`src/rtl/mem_data_queue.sv`:
```
// Load-data queue between the data-memory read port and writeback, with byte/half/word
// extraction and sign/zero extension on the head entry. Optional bypass: MEM_DATA_QUEUE_BYPASS_EN.
module mem_data_queue #(
   parameter int DATA_W = 32,
   parameter int DEPTH  = 2,
   localparam int OFF_W = $clog2(DATA_W / 8),
   localparam int CNT_W = ($clog2(DEPTH + 1) < 1) ? 1 : $clog2(DEPTH + 1)
) (
   input  logic              clock,
   input  logic              reset,
   input  logic              flush,
   input  logic              in_valid,
   output logic              in_ready,
   input  logic [DATA_W-1:0] read_data,
   input  logic [1:0]        load_size,
   input  logic              load_signed,
   input  logic [OFF_W-1:0]  byte_offset,
   output logic              out_valid,
   input  logic              out_ready,
   output logic [DATA_W-1:0] data_out,
   output logic [CNT_W-1:0]  count
);

   localparam int PTR_W = (DEPTH > 1) ? $clog2(DEPTH) : 1;

   typedef struct packed {
      logic [DATA_W-1:0] data;
      logic [1:0]        size;
      logic              sgn;
      logic [OFF_W-1:0]  off;
   } entry_t;

   entry_t            mem_q [DEPTH];
   logic [PTR_W-1:0]  wr_ptr_q, wr_ptr_d;
   logic [PTR_W-1:0]  rd_ptr_q, rd_ptr_d;
   logic [CNT_W-1:0]  count_q, count_d;
   entry_t            head;
   logic              enq, deq, bypass, q_valid;

   function automatic logic [DATA_W-1:0] fmt(input logic [DATA_W-1:0] d,
                                              input logic [1:0]        sz,
                                              input logic              sg,
                                              input logic [OFF_W-1:0]  off);
      logic [DATA_W-1:0] r;
      logic [7:0]        b;
      logic [15:0]       h;
      logic [31:0]       w;
      int unsigned       bi, hi, wi;
      bi = 32'(off);
      hi = bi >> 1;
      wi = bi >> 2;
      b  = d[bi*8 +: 8];
      h  = d[hi*16 +: 16];
      w  = d[wi*32 +: 32];
      case (sz)
         2'd0: begin
            r       = {DATA_W{sg & b[7]}};
            r[7:0]  = b;
         end
         2'd1: begin
            r       = {DATA_W{sg & h[15]}};
            r[15:0] = h;
         end
         2'd2: begin
            r       = {DATA_W{sg & w[31]}};
            r[31:0] = w;
         end
         default: r = d;
      endcase
      return r;
   endfunction

   // Explicit wrap so non-power-of-2 depths cycle correctly.
   function automatic logic [PTR_W-1:0] ptr_inc(input logic [PTR_W-1:0] p);
      return (p == PTR_W'(DEPTH - 1)) ? '0 : p + PTR_W'(1);
   endfunction

   assign head     = mem_q[rd_ptr_q];
   assign in_ready = (count_q < CNT_W'(DEPTH)) && !flush && !reset;
   assign q_valid  = (count_q != '0) && !flush && !reset;

`ifdef MEM_DATA_QUEUE_BYPASS_EN
   // in_ready already folds in !flush and !reset, and is always high when empty.
   assign bypass = (count_q == '0) && in_valid && out_ready && in_ready;
`else
   assign bypass = 1'b0;
`endif

   assign out_valid = q_valid || bypass;
   assign enq       = in_valid && in_ready && !bypass;
   assign deq       = q_valid && out_ready;
   assign count     = count_q;

   always_comb begin
      data_out = '0;
      if (bypass)
         data_out = fmt(read_data, load_size, load_signed, byte_offset);
      else if (q_valid)
         data_out = fmt(head.data, head.size, head.sgn, head.off);
   end

   always_comb begin
      wr_ptr_d = wr_ptr_q;
      rd_ptr_d = rd_ptr_q;
      count_d  = count_q;
      if (flush) begin
         wr_ptr_d = '0;
         rd_ptr_d = '0;
         count_d  = '0;
      end else begin
         if (enq) wr_ptr_d = ptr_inc(wr_ptr_q);
         if (deq) rd_ptr_d = ptr_inc(rd_ptr_q);
         count_d = count_q + CNT_W'(enq) - CNT_W'(deq);
      end
   end

   always_ff @(posedge clock) begin
      if (reset) begin
         for (int i = 0; i < DEPTH; i++) mem_q[i] <= '0;
         wr_ptr_q <= '0;
         rd_ptr_q <= '0;
         count_q  <= '0;
      end else begin
         if (enq) mem_q[wr_ptr_q] <= '{data: read_data, size: load_size,
                                        sgn: load_signed, off: byte_offset};
         wr_ptr_q <= wr_ptr_d;
         rd_ptr_q <= rd_ptr_d;
         count_q  <= count_d;
      end
   end

endmodule

```
`config.mk`:
```
export PLATFORM = sky130hd
export DESIGN_NAME = mem_data_queue
export DESIGN_NICKNAME = d
export VERILOG_FILES = /design/src/rtl/mem_data_queue.sv
export SDC_FILE = /design/constraint.sdc
export NUM_CORES = 1
export LEC_CHECK = 0
export ABC_AREA = 1
export CAP_MARGIN = 15
export CORE_ASPECT_RATIO = 2
export CORE_MARGIN = 8
export CORE_UTILIZATION = 38
export CTS_BUF_LIST = sky130_fd_sc_hd__clkbuf_8
export CTS_CLUSTER_SIZE = 20
export DETAILED_ROUTE_END_ITERATION = 10
export HOLD_SLACK_MARGIN = 0.08
export SETUP_SLACK_MARGIN = 0.05
export SLEW_MARGIN = 20
export SYNTH_ARGS = -nofsm -noshare
export SYNTH_HDL_FRONTEND = slang
export SYNTH_SLANG_ARGS = --single-unit
```
`constraint.sdc`:
```
create_clock -name clock -period 2.8 [get_ports clock]
set_clock_uncertainty 0.15 [all_clocks]
set_input_delay 0.42 -clock clock [delete_from_list [all_inputs] [get_ports clock]]
set_output_delay 0.42 -clock clock [all_outputs]
set_load 0.02 [all_outputs]
```
==> Yosys cells after proc, flatten, opt, wreduce, memory -nomap -nowiden <==
Memories as Yosys holds them, arrays and structs flattened. A register that Yosys moved wholly into a read port is not among the register bits.
Cells that the tools add are included.
W data, S select, Z words.
{ "word_totals": {"register_bits": 4, "mem_bits_rw": 74, "input_bits": 42, "elab_cells": 40, "mem_count": 1} }
{ "op_classes": {"n_addsub": 4, "order_cmp": 1, "n_eq_ne": 1, "shift": 2, "n_mux": 14, "bitwise_logic": 2, "reduce_logical": 12} }
{ "memory_table": {"columns": ["memory", "words", "width", "read_ports", "rd_ports_with_merged_regs", "wr", "line", "text"], "rows": [
  ["mem_q", 2, 37, 1, 1, 2, "33", "entry_t mem_q [DEPTH];"]
]} }
{ "ops": {"columns": ["operator", "n"], "rows": [
  ["$pmux W32 S2", 1],
  ["$mux W37", 1],
  ["$reduce_or A37 Y1", 1],
  ["$mux W32", 1],
  ["$shiftx A32 B6 Y16", 1],
  ["$shiftx A32 B6 Y8", 1],
  ["$mux W1", 11],
  ["$logic_and A1 B1 Y1", 6],
  ["$add A1 B1 Y1 const B", 2],
  ["$add A2 B1 Y2", 1],
  ["$and A1 B1 Y1", 2],
  ["$eq A2 B1 Y1 const B", 1],
  ["$logic_not A1 Y1", 2],
  ["$logic_not A2 Y1", 1],
  ["$lt A2 B2 Y1 const B", 1],
  ["$reduce_bool A2 Y1", 1],
  ["$reduce_or A2 Y1", 1],
  ["$sub A2 B1 Y2", 1]
]} }

==> Longest topological paths before layout <==
Gate-level depths: netlist of run 1.
{ "logic_depth": {"ltp_word": 9, "mapped_depth": 13, "depth_no_buf": 11} }

==> Least setup slack after synthesis of run 1 <==
OpenSTA, ideal clock, no wires.
{ "synth_path": {"path_type": "input to register", "from": "input port flush", "to": "memory mem_q[1][0] (netlist name) (enable)", "arrival_time_ns": 2.490, "required_time_ns": 2.255, "path_slack_ns": -0.234, "path_stages": 9, "n_path_buf": 2, "path_cell_list": "nor2_1 > inv_1 > nor2_1 > nand2_1 > nor2_1 > inv_1 > buf_2 > buf_2 > nand2_1"} }
{ "synth_lines": {"columns": ["element", "line", "text"], "rows": [
  ["from (decl)", "11", "input logic flush,"],
  ["to (decl)", "33", null]
]} }

==> run_results.csv, run 1 <==
group,metric,value,unit
sta,worstMarginPinSlew,0.4587,ns
final_layout,nets,652,
logic_synthesis,yosys.area_share.simple,30.15,%
logic_synthesis,synth-compound-area-share,5.279,%
clock_tree,cts_hold_buf,0,
clock_tree,clock-sinks,79,
global_routing,grt.total_usage,14.64,%
sta,period_minus_slack,2.627,ns
route,drt_first_pass_iters,4,
floorplanning,die_area,15080,µm²
final_layout,layout_commonest_cell,"nand2_1",
sta,slew_viol_final,0,
critical_path,cp_max_fo,13,
placed_design,gp_congestion,0.8638,
clock_tree,htree_num_levels,3,
global_routing,grt.busiest_layer,"met2",
sta,period_share,93.81,%
global_routing,use_met2,24.73,%
logic_synthesis,synthMuxAreaShare,0,%
floorplanning,die_h,165.9,µm
sta,final-setup-viol-count,0,
logic_synthesis,syn_area,4267,µm²
clock_tree,max-clock-path-buffers,2,
sta,grt_setup_unrepaired,"yes",
placed_design,post_dp_cell_area,5390,µm²
route,drt_wl_total,10850,µm
critical_path,startpoint_type,"flip-flop",
critical_path,arrival,2.06,ns
power_and_ir_drop,leakage,2.702,nW
floorplanning,initial_core_util,38.27,%
global_routing,use_met1,17.31,%
critical_path,cp-end-kind,"output port",
sta,hold_violations,0,
clock_tree,clk_latency,0.34,ns
power_and_ir_drop,powerDensity,478.0,nW/µm²
route,antenna_left,0,
floorplanning,die_x,90.93,µm
floorplanning,ios,78,
clock_tree,cts_buffers,9,
flow_run,maxCapViolCount,0,
floorplanning,core,11150,µm²
global_routing,gr-total-overflow,0,
logic_synthesis,synthXorXnorAreaFrac,0.4106,%
run_status,status,"completed",
final_layout,diodes,0,
floorplanning,num_rows,55,
logic_synthesis,ys_seq_area_share,54.43,%
route,post_drt_wl_per_cell,14.39,µm
final_layout,stdcell_area,5580,µm²
clock_tree,cts_root_buf,"clkbuf_8",
sta,max_freq,380.7,MHz
route,drcViolationCount,0,
final_layout,layout_common_cells,"125 x nand2_1, 100 x nor2_1, 74 x edfxtp_1",
placed_design,post-place-cells,737,
final_layout,syn_to_final_growth,30.79,%
global_routing,grt_pass1_vias,3694,
logic_synthesis,synthAdderAreaFrac,0.5865,%
clock_tree,clkTransAtPathRegs,0.08,ns
worst_hold_path,hold_path.class,"reg -> reg",
global_routing,met3_usage,3.169,%
critical_path,cp_data_required_time,2.23,ns
logic_synthesis,ys_warn_count,0,
logic_synthesis,synth_cells,508,
global_routing,grt_pass1_wl,17810,µm
sta,timing.hold.ws,0.3155,ns
final_layout,final_cells,754,
route,first_iter_violations,261,
placed_design,dp_hpwl,7774,µm
route,viasPerCell,4.767,
placed_design,port_buffers,77,
critical_path,critPathKind,"reg -> out",
final_layout,layout-drive-gt1-share,20.59,%
global_routing,antenna_found_initial,0,
logic_synthesis,yosys_register_bits,79,
logic_synthesis,syn_avg_cell_area,8.399,µm²
sta,max_slew_margin,69.42,%
final_layout,final_core_util,50.06,%
logic_synthesis,synth_top_family_by_area,"simple AND/OR/NAND/NOR gates",
logic_synthesis,synth_cell_types,29,
clock_tree,cts_tree,"done",
global_routing,grt_max_degree,39,
power_and_ir_drop,vdd_drop_max,0.4115,mV
logic_synthesis,synth_nets,552,
route,vias,3594,
[critical path, stage by stage, from the launching register on]
cell	delay, ns
dfxtp_4	0.37
inv_4	0.08
buf_12	0.14
nand2_1	0.09
nand2_4	0.11
inv_2	0.06
buf_6	0.15
o22ai_2	0.16
a21oi_1	0.07
o21ai_1	0.17
inv_1	0.06
clkdlybuf4s15_2	0.25
[kinds of logic after synthesis]
| kind of cell | after synthesis |
|---|---|
| compound gates | 38 |
| xor+xnor | 2 |
| flops | 79 |
| buf+inv | 93 |
| fa+ha+maj | 2 |
| simple gates | 294 |
[registers in the layout (all words and copies together), names as in the netlist, named ones only]
register and cells:
count 2, mem_q 74, rd_ptr_q 1, wr_ptr_q 1
[through the flow]
step | total power, mW | setup WS (ns) | setup TNS, ns
global route | 2.776 | 0.01882 | 0
global placement | 1.708 | -0.07788 | -0.7594
finish | 2.668 | 0.1734 | 0
detailed placement | 1.711 | -0.07965 | -0.6165
CTS | 2.685 | 0.05108 | 0
floorplan | 1.561 | 0.1171 | 0
[timing repair]
action / CTS / global route
gates resized for setup: 113 / 40
pin swaps: 0 / 2
buffers inserted: 0 / 2
setup endpoints to repair: 32 / 33
[cell usage after synthesis (all sizes together)]
master	number	area [µm²]
a21oi	13	65.06
nand2	141	599.3
o21ai	19	110.1
o22ai	1	6.260
o221ai	5	43.79
edfxtp	74	2222
or2	7	43.79
xor2	2	17.52
inv	70	262.8
ha	2	25.02
nand3	31	160.1
buf	12	86.32
clkbuf	11	41.29
nor2	115	483.0
dfxtp	5	100.1
[path summary, 6_finish.rpt]
kind	from	endpoint	slack (ns)	cells past startpoint
worst max-delay path	flip-flop	data_out[1]	0.17	11
worst max register to register	count[1]$_SDFF_PP0_	count[1]$_SDFF_PP0_	0.77	11
worst min register to register	wr_ptr_q$_SDFFE_PP0P_	wr_ptr_q$_SDFFE_PP0P_	0.32	2
worst min-delay path	wr_ptr_q$_SDFFE_PP0P_	wr_ptr_q$_SDFFE_PP0P_	0.32	2
[final cells by class]
type | count | area, µm²
Clock inverter | 6 | 101.3
Tap cell | 142 | 177.7
Fill cell | 1088 | 5568
Clock buffer | 9 | 123.9
Multi-Input combinational cell | 336 | 1603
Timing Repair Buffer | 112 | 983.4
Inverter | 70 | 265.3
Sequential cell | 79 | 2326
[metal layers]
layer  wire length [µm]  vias to the layer above
li1                   -                     1803
met1               4726                     1649
met2               5299                      123
met3                538                       19
met4                288                        0
met5                  0                        -
[where the power goes]
part	leakage [nW]	switching [mW]	total, mW	internal, mW
Sequential	0.805	0.0154	1.36	1.34
Combinational	1.78	0.191	0.333	0.142
Clock	0.116	0.396	0.975	0.579
(Power assumes the default switching activity.)
==> run 2: changes to the inputs <==
Settings changed: CORE_MARGIN 8 to 2.
==> run 2 against run 1 <==
Against the previous run:
- count of clock-buffer cells in the layout stayed put
- non-clock buffer count is 11 higher
- final area rose by 1.1%
- sequential share of layout area shrank 0.45 points
- hold slack got worse by 0.0031 ns
- critical endpoint is now data_out[21]
- first-iteration DRC count grew 7.3%
- combinational power up 7.8%
- clock power fell by 15%
- largest cell class unchanged
- wire length is 2.3% higher
- via count increased by 0.78%
- sequential power barely moved
==> run_results.csv, run 2 (synthesis gave the netlist of run 1 again) <==
group,metric,value,unit
run_status,status,"completed",
clock_tree,cts_buffers,9,
global_routing,grt_pass1_wl,17410,µm
floorplanning,ios,78,
placed_design,gp_congestion,0.8882,
route,drcViolationCount,0,
sta,max_slew_margin,70.22,%
final_layout,syn_to_final_growth,32.23,%
global_routing,grt_pass1_vias,3623,
critical_path,reg2reg_from,"count[1]$_SDFF_PP0_",
global_routing,antenna_found_initial,0,
power_and_ir_drop,vdd_drop_max,0.2682,mV
final_layout,layout_commonest_cell,"nand2_1",
route,drt_first_pass_iters,4,
clock_tree,max-clock-path-buffers,2,
clock_tree,clk_latency,0.36,ns
worst_hold_path,hold_path.class,"reg -> reg",
sta,timing.hold.ws,0.3124,ns
sta,period_share,95.63,%
final_layout,layout-drive-gt1-share,23.20,%
route,antenna_left,0,
final_layout,regArea,2326,µm²
clock_tree,clkTransAtPathRegs,0.08,ns
floorplanning,core,10950,µm²
route,post_drt_wl_per_cell,14.52,µm
sta,slew_viol_final,0,
critical_path,critPathKind,"reg -> out",
critical_path,cp-end-kind,"output port",
route,first_iter_violations,280,
flow_run,maxCapViolCount,0,
global_routing,grt_max_degree,39,
clock_tree,cts_tree,"done",
sta,max_freq,373.4,MHz
floorplanning,die_x,78.93,µm
floorplanning,initial_core_util,38.98,%
sta,hold_violations,0,
final_layout,diodes,0,
sta,grt_setup_unrepaired,"yes",
clock_tree,htree_num_levels,3,
critical_path,arrival,2.11,ns
route,drt_wl_total,11110,µm
final_layout,largest_reg_flops,74,
power_and_ir_drop,powerDensity,450.9,nW/µm²
global_routing,grt.total_usage,18.98,%
final_layout,layout_common_cells,"124 x nand2_1, 102 x nor2_1, 74 x edfxtp_1",
placed_design,dp_hpwl,8032,µm
worst_hold_path,hold_path_startpoint,"wr_ptr_q$_SDFFE_PP0P_",
final_layout,largest_register,"mem_q",
critical_path,cp_data_required_time,2.23,ns
final_layout,nets,664,
global_routing,gr-total-overflow,0,
clock_tree,clock-sinks,79,
placed_design,port_buffers,77,
power_and_ir_drop,power.total,2.544,mW
sta,period_minus_slack,2.678,ns
critical_path,cp_max_fo,10,
final_layout,fillers,1097,
route,vias,3622,
clock_tree,cts_root_buf,"clkbuf_8",
sta,final-setup-viol-count,0,
final_layout,multi_input_area,1625,µm²
critical_path,startpoint_type,"flip-flop",
power_and_ir_drop,leakage,2.784,nW
floorplanning,num_rows,54,
sta,worstMarginPinSlew,0.4467,ns
floorplanning,die_area,12140,µm²
floorplanning,die_h,153.9,µm
route,viasPerCell,4.735,
-- run 2: cell count changes in the layout (fill, tap and decap cells not counted), moves of 3 or more --
cell,change
o21ai_2,+5
o21ai_0,-4
buf_4,+3
buf_2,+3
clkinv_2,+4
clkbuf_2,+6
-- run 2: per-stage QoR --
step / instance area (µm²) / util [%] / setup WS (ns) / std cells / setup TNS [ns]
6_report: 5642 / 51.54 / 0.1222 / 765 / 0
5_1_grt: 5642 / 51.54 / 0.03763 / 765 / 0
2_1_floorplan: 4272 / - / 0.1171 / 508 / 0
4_1_cts: 5683 / 51.92 / 0.05062 / 762 / 0
3_3_place_gp: 5480 / 50.07 / -0.1221 / 744 / -2.380
3_5_place_dp: 5480 / 50.07 / -0.1787 / 744 / -3.485
-- run 2: power breakdown --
part | switching (mW) | leakage [nW] | total, mW | internal, mW
combinational | 0.200 | 1.88 | 0.359 | 0.159
clock | 0.420 | 0.101 | 0.825 | 0.405
sequential | 0.0151 | 0.805 | 1.36 | 1.34
total | 0.635 | 2.78 | 2.54 | 1.91
-- run 2: timing repair --
item                                    in CTS  in global routing
hold buffers                                 0                  0
buffers inserted                             2                  2
pin swaps                                    1                  6
endpoints found under the setup margin      33                 33
resized for setup                          105                 50
gates cloned                                 0                  1
-- run 2: layout make-up --
| type | count | share of cell area, % |
|---|---|---|
| tap | 140 | 3.105 |
| sequential | 79 | 41.23 |
| multi-input combinational | 337 | 28.81 |
| inverter | 70 | 4.790 |
| clock buffer | 9 | 2.196 |
| clock inverter | 7 | 1.109 |
| timing repair buffer | 123 | 18.76 |
-- run 2: final timing paths --
path	to	slack, ns	cells past startpoint
setup / recovery	data_out[21]	0.12	12
hold / removal	wr_ptr_q$_SDFFE_PP0P_	0.31	2
setup reg to reg	count[1]$_SDFF_PP0_	0.72	11
hold reg to reg	wr_ptr_q$_SDFFE_PP0P_	0.31	2
-- run 2: worst max-delay path, cell delays in order, from the launching register on --
cell and delay (ns):
dfxtp_4 0.38, buf_12 0.15, clkbuf_4 0.19, nand2_2 0.10, o21ai_4 0.08, nor2_8 0.12
nand2_2 0.05, nand2_2 0.09, nand2_4 0.07, nand3_4 0.11, nand2_4 0.13, nor2_4 0.10
buf_2 0.16
-- run 2: metal layers --
| metal | share of wire [%] | vias to the layer above | GRT usage (%) |
|---|---|---|---|
| met5 | 0 | - | 0 |
| met4 | 4.0 | 0 | 10.84 |
| met3 | 4.8 | 31 | 3.462 |
| met2 | 55 | 118 | 35.00 |
| met1 | 36 | 1646 | 19.51 |
| li1 | - | 1827 | - |
